===== src/rtl/audio_sram_ctrl.sv =====
// rtl/audio_sram_ctrl.sv - record/playback sequencer and sole owner of the audio SRAM pins
module audio_sram_ctrl #(
  parameter int AW = 18,
  parameter int DW = 16
) (
  input  logic          clk,
  input  logic          rst_n,
  input  logic          cmd_record,
  input  logic          cmd_play,
  input  logic          cmd_stop,
  input  logic          wr_req,
  input  logic [DW-1:0] wr_data,
  output logic          wr_ack,
  input  logic          rd_req,
  output logic [DW-1:0] rd_data,
  output logic          rd_valid,
  output logic [AW-1:0] sram_addr,
  output logic [DW-1:0] sram_dq_o,
  output logic          sram_dq_oe,
  input  logic [DW-1:0] sram_dq_i,
  output logic          sram_ce_n,
  output logic          sram_we_n,
  output logic          sram_oe_n,
  output logic [1:0]    mode,
  output logic          full,
  output logic [AW:0]   rec_len
);

  typedef enum logic [1:0] {M_IDLE = 2'd0, M_REC = 2'd1, M_PLAY = 2'd2} mode_t;
  typedef enum logic [1:0] {AIDLE, S1, S2, S3} acc_t;

  mode_t       mode_q, mode_d;
  acc_t        acc_q, acc_d;
  logic        stop_pend_q, stop_pend_d;
  logic        op_wr_q, op_d;
  logic [AW:0] wr_ptr, rd_ptr;
  logic        slot, stop_now;
  logic        accept_wr, accept_rd, start_rec, start_play;

  assign mode = mode_q;

  // Pointers advance at acceptance; every accepted access always runs to completion,
  // so wr_ptr equals the completed-write count whenever the mode can change.
  always_comb begin
    mode_d      = mode_q;
    acc_d       = AIDLE;
    stop_pend_d = stop_pend_q;
    accept_wr   = 1'b0;
    accept_rd   = 1'b0;
    start_rec   = 1'b0;
    start_play  = 1'b0;
    slot        = (acc_q == AIDLE) || (acc_q == S3);
    stop_now    = cmd_stop || stop_pend_q;

    case (acc_q)
      S1:      acc_d = S2;
      S2:      acc_d = S3;
      default: acc_d = AIDLE;
    endcase

    if (!slot) begin
      // A stop during C1/C2 is held until the access reaches its last edge.
      if (cmd_stop) stop_pend_d = 1'b1;
    end else if (stop_now) begin
      mode_d      = M_IDLE;
      stop_pend_d = 1'b0;
    end else begin
      case (mode_q)
        M_IDLE: begin
          if (cmd_record) begin
            mode_d    = M_REC;
            start_rec = 1'b1;
          end else if (cmd_play) begin
            mode_d     = M_PLAY;
            start_play = 1'b1;
          end
        end
        M_REC: begin
          if (wr_ptr[AW]) mode_d = M_IDLE;
          else if (wr_req) accept_wr = 1'b1;
        end
        M_PLAY: begin
          if (rd_ptr == rec_len) mode_d = M_IDLE;
          else if (rd_req) accept_rd = 1'b1;
        end
        default: mode_d = M_IDLE;
      endcase
    end

    if (accept_wr || accept_rd) acc_d = S1;
    op_d = (accept_wr || accept_rd) ? accept_wr : op_wr_q;
  end

  always_ff @(posedge clk or negedge rst_n) begin
    if (!rst_n) begin
      mode_q      <= M_IDLE;
      acc_q       <= AIDLE;
      stop_pend_q <= 1'b0;
      op_wr_q     <= 1'b0;
      wr_ptr      <= '0;
      rd_ptr      <= '0;
      rec_len     <= '0;
      full        <= 1'b0;
      wr_ack      <= 1'b0;
      rd_valid    <= 1'b0;
      rd_data     <= '0;
      sram_addr   <= '0;
      sram_dq_o   <= '0;
      sram_dq_oe  <= 1'b0;
      sram_ce_n   <= 1'b1;
      sram_we_n   <= 1'b1;
      sram_oe_n   <= 1'b1;
    end else begin
      mode_q      <= mode_d;
      acc_q       <= acc_d;
      stop_pend_q <= stop_pend_d;
      op_wr_q     <= op_d;
      wr_ack      <= accept_wr;
      rd_valid    <= (acc_q == S3) && !op_wr_q;
      if ((acc_q == S3) && !op_wr_q) rd_data <= sram_dq_i;

      if (start_rec) begin
        wr_ptr <= '0;
        full   <= 1'b0;
      end
      if (start_play) rd_ptr <= '0;
      if (accept_wr) wr_ptr <= wr_ptr + 1'b1;
      if (accept_rd) rd_ptr <= rd_ptr + 1'b1;

      if ((mode_q == M_REC) && (mode_d == M_IDLE)) begin
        rec_len <= wr_ptr;
        full    <= wr_ptr[AW];
      end

      if (accept_wr) begin
        sram_addr <= wr_ptr[AW-1:0];
        sram_dq_o <= wr_data;
      end else if (accept_rd) begin
        sram_addr <= rd_ptr[AW-1:0];
      end

      // Strobes follow the access state being entered, so each pin is a plain flop.
      sram_ce_n  <= (acc_d == AIDLE);
      sram_dq_oe <= (acc_d != AIDLE) && op_d;
      sram_we_n  <= !((acc_d == S2) && op_d);
      sram_oe_n  <= !(((acc_d == S2) || (acc_d == S3)) && !op_d);
    end
  end

endmodule


===== config.mk =====
export PLATFORM = sky130hd
export DESIGN_NAME = audio_sram_ctrl
export DESIGN_NICKNAME = d
export VERILOG_FILES = /design/src/rtl/audio_sram_ctrl.sv
export SDC_FILE = /design/constraint.sdc
export NUM_CORES = 1
export LEC_CHECK = 0
export ABC_AREA = 1
export CAP_MARGIN = 15
export CORE_MARGIN = 3
export CORE_UTILIZATION = 40
export DETAILED_ROUTE_END_ITERATION = 6
export PLACE_DENSITY_LB_ADDON = 0.3
export SYNTH_ARGS = -nofsm -noshare
export SYNTH_HDL_FRONTEND = slang
export SYNTH_SLANG_ARGS = --single-unit
export TNS_END_PERCENT = 100

===== constraint.sdc =====
create_clock -name clk -period 1.59 [get_ports clk]
set_input_delay 0.318 -clock clk [delete_from_list [all_inputs] [get_ports clk]]
set_output_delay 0.318 -clock clk [all_outputs]
set_load 0.01 [all_outputs]

==> qor.csv <==
metric,value,unit
rsz0062_at_grt,yes,
setup_viol,81,
clkLatencyLatePin,430,ps
via_count,6097,
dr_wl_met3,1138,µm
worstMarginPinSlew,461.1,ps
crit_chain,ha_4 -> nand2_4 -> nor3_4 -> nand2_4 -> buf_6 -> nor4_4 -> a21oi_1 -> a21oi_1,
cap_violations,0,
slew_headroom,68.94,%
io_buffers,116,
htree_levels,4,
dp_hpwl,11960,µm
clk_path_buf_depth,2,
fin_util,69.68,%
syn_area,5842,µm²
placed_cells,1099,
min_path_type,in -> async,
top_layer,met4,
crit_type,reg -> reg,
grt_usage,22.89,%
start_kind,flop,
cp.arrival,2260,ps
crit_fanout,5,
violations,negative setup slack,
total_power,17450,µW
cts_tree,built,
wl_met1,8169,µm
cp.required,1930,ps
wl_met2,10220,µm
antenna_found_initial,0,
fp.dieH,126.9,µm
initial_utilization,41.44,%
hold_violations,0,
ios,117,
clk_pin_slew,60,ps
gp_congestion,0.8926,
first_global_vias,5847,
fin_nets,1028,
drive_above_1_share,36.81,%
ys_seq_elements,120,
grt_max_degree,38,
wl,20010,µm
first_iter_violations,511,
drc,0,
synth_nets,758,
layout_common_cells,"209 x nand2_1, 127 x buf_4, 114 x dfrtp_1",
layoutNonFillerInstCount,1177,
clock_sinks,120,
yosysWarningCount,0,
drv_slew,0,
ant_nets,0,
die_x,126.9,µm
grt_first_pass_wirelength,29270,µm
place_area,8082,µm²
num_rows,43,
r2r_setup_slack,-330,ps
synth_cells,714,
core-area,14100,µm²
postLayoutCellArea,9822,µm²
cpPeakStageDelay,410,ps
setup_ws,-327.1,ps
power_density,1776,nW/µm²
finalSetupTns,-15080,ps
skew,6.957,ps
vdd_drop_max,0.001021,V
avgRoutedWirePerCell,17.00,µm
syn_to_final_growth,68.13,%
cts-root-buf,clkbuf_16,
vias_per_cell,5.180,
drt-pass1-iter-count,5,
post-route-min-period,1917,ps
antennaDiodeCount,0,
critPathCaptureType,flop,
avgSynthCellArea,8.182,µm²
slowest_stage,dfrtp_1,
grt_remaining_overflow,0,
numCtsBuffers,17,
status,"finished, violations left",
p_leak,0.005079,µW
final_common_cell,nand2_1,
yosysSeqAreaShare,51.47,%
timing.final.crit_share,120.6,%
synth_cell_types,38,
die-area,16090,µm²
fmax,521.6,MHz
## cell families after synthesis
group / Yosys count / share of synthesized area (%)
AO/OA/AOI/OAI: 92 / 9.681
XOR/XNOR: 19 / 2.849
adder cells (fa/ha/maj): 5 / 1.071
buffers and inverters: 103 / 7.582
flip-flops: 120 / 51.47
AND/OR/NAND/NOR: 375 / 27.35
## power breakdown
group          internal [µW]  switching (µW)  leakage [µW]
clock                   2560            1510      0.000296
sequential              4230             890       0.00158
combinational           3880            4380       0.00320
total                  10700            6780       0.00508
## final timing paths
path | depth (start not counted) | startpoint | to
worst min-delay path | 2 | rst_n | rd_ptr[5]
worst min register to register | 2 | rd_data[15] | rd_data[15]
min in group clk | 3 | wr_data[5] | sram_dq_o[5]
max in group asynchronous | 3 | rst_n | sram_we_n
worst max register to register | 8 | acc_q[1] | wr_ptr[10]
worst max-delay path | 8 | acc_q[1] | wr_ptr[10]
## final cells by class
cell class              count  area [µm²]
fillers                   996        4274
multi-input cells         493        3098
flip-flops and latches    120        3010
repair buffers            273        2540
clock buffers              19       452.9
inverters                  78       314.1
well taps                 180       225.2
clock inverters            13       170.2
repair inverters            1       11.26
## routing by layer
layer | vias up | track usage, %
met5 | - | 0
met4 | 0 | 8.707
met3 | 44 | 4.379
met2 | 237 | 38.01
met1 | 2997 | 29.73
li1 | 2819 | -
## metrics by stage
step / hold slack (ps) / worst slack (ps)
after floorplan: 22.41 / -52.64
after global placement: 238.8 / -372.3
after detailed placement: 241.6 / -376.7
after CTS: 326.9 / -135.8
after global routing: 369.2 / -400.2
final: 328.5 / -327.1
## state kept, by name, summed over array words and instances, names as in the netlist
name / count
sram_ce_n: 1
rd_data: 16
wr_ptr: 19
sram_dq_oe: 1
full: 1
sram_dq_o: 16
acc_q: 2
stop_pend_q: 1
mode: 2
rd_ptr: 19
rec_len: 19
sram_we_n: 1
sram_addr: 18
sram_oe_n: 1
rd_valid: 1
op_wr_q: 1
wr_ack: 1
## Yosys cell counts (all sizes together)
cell	instances	share of area, %
nor4	1	0.21
dfstp	3	1.3
o22ai	24	3.6
buf	16	1.9
o211ai	1	0.13
a21oi	13	1.1
o31ai	1	0.13
xnor2	7	1.0
xor2	12	1.8
nand3	46	4.4
a21boi	1	0.13
nand2	264	17
o21bai	1	0.13
nor3	12	1.3
clkbuf	9	0.60
dfrtp	117	50
o21ai	50	4.3
nor2	44	3.1
inv	76	4.9
ha	5	1.1
nand4	8	0.96
o21a	1	0.13
clkinv	2	0.15
## worst max-delay path, delay by kind of cell (launching register included)
| kind | cells | cell delay (ps) |
|---|---|---|
| simple gates | 4 | 680 |
| flops | 1 | 410 |
| fa+ha+maj | 1 | 300 |
| compound gates | 2 | 240 |
| buf+inv | 1 | 190 |
## what timing repair did
item | CTS | global route
pin swaps | 14 | 27
gates resized for setup | 206 | 120
endpoints found under the setup margin | 157 | 117
gates cloned | 4 | 4
hold buffers | 1 | 0
endpoints found under the hold margin | 17 | 0
setup buffers | 26 | 19
(Power assumes the default switching activity.)
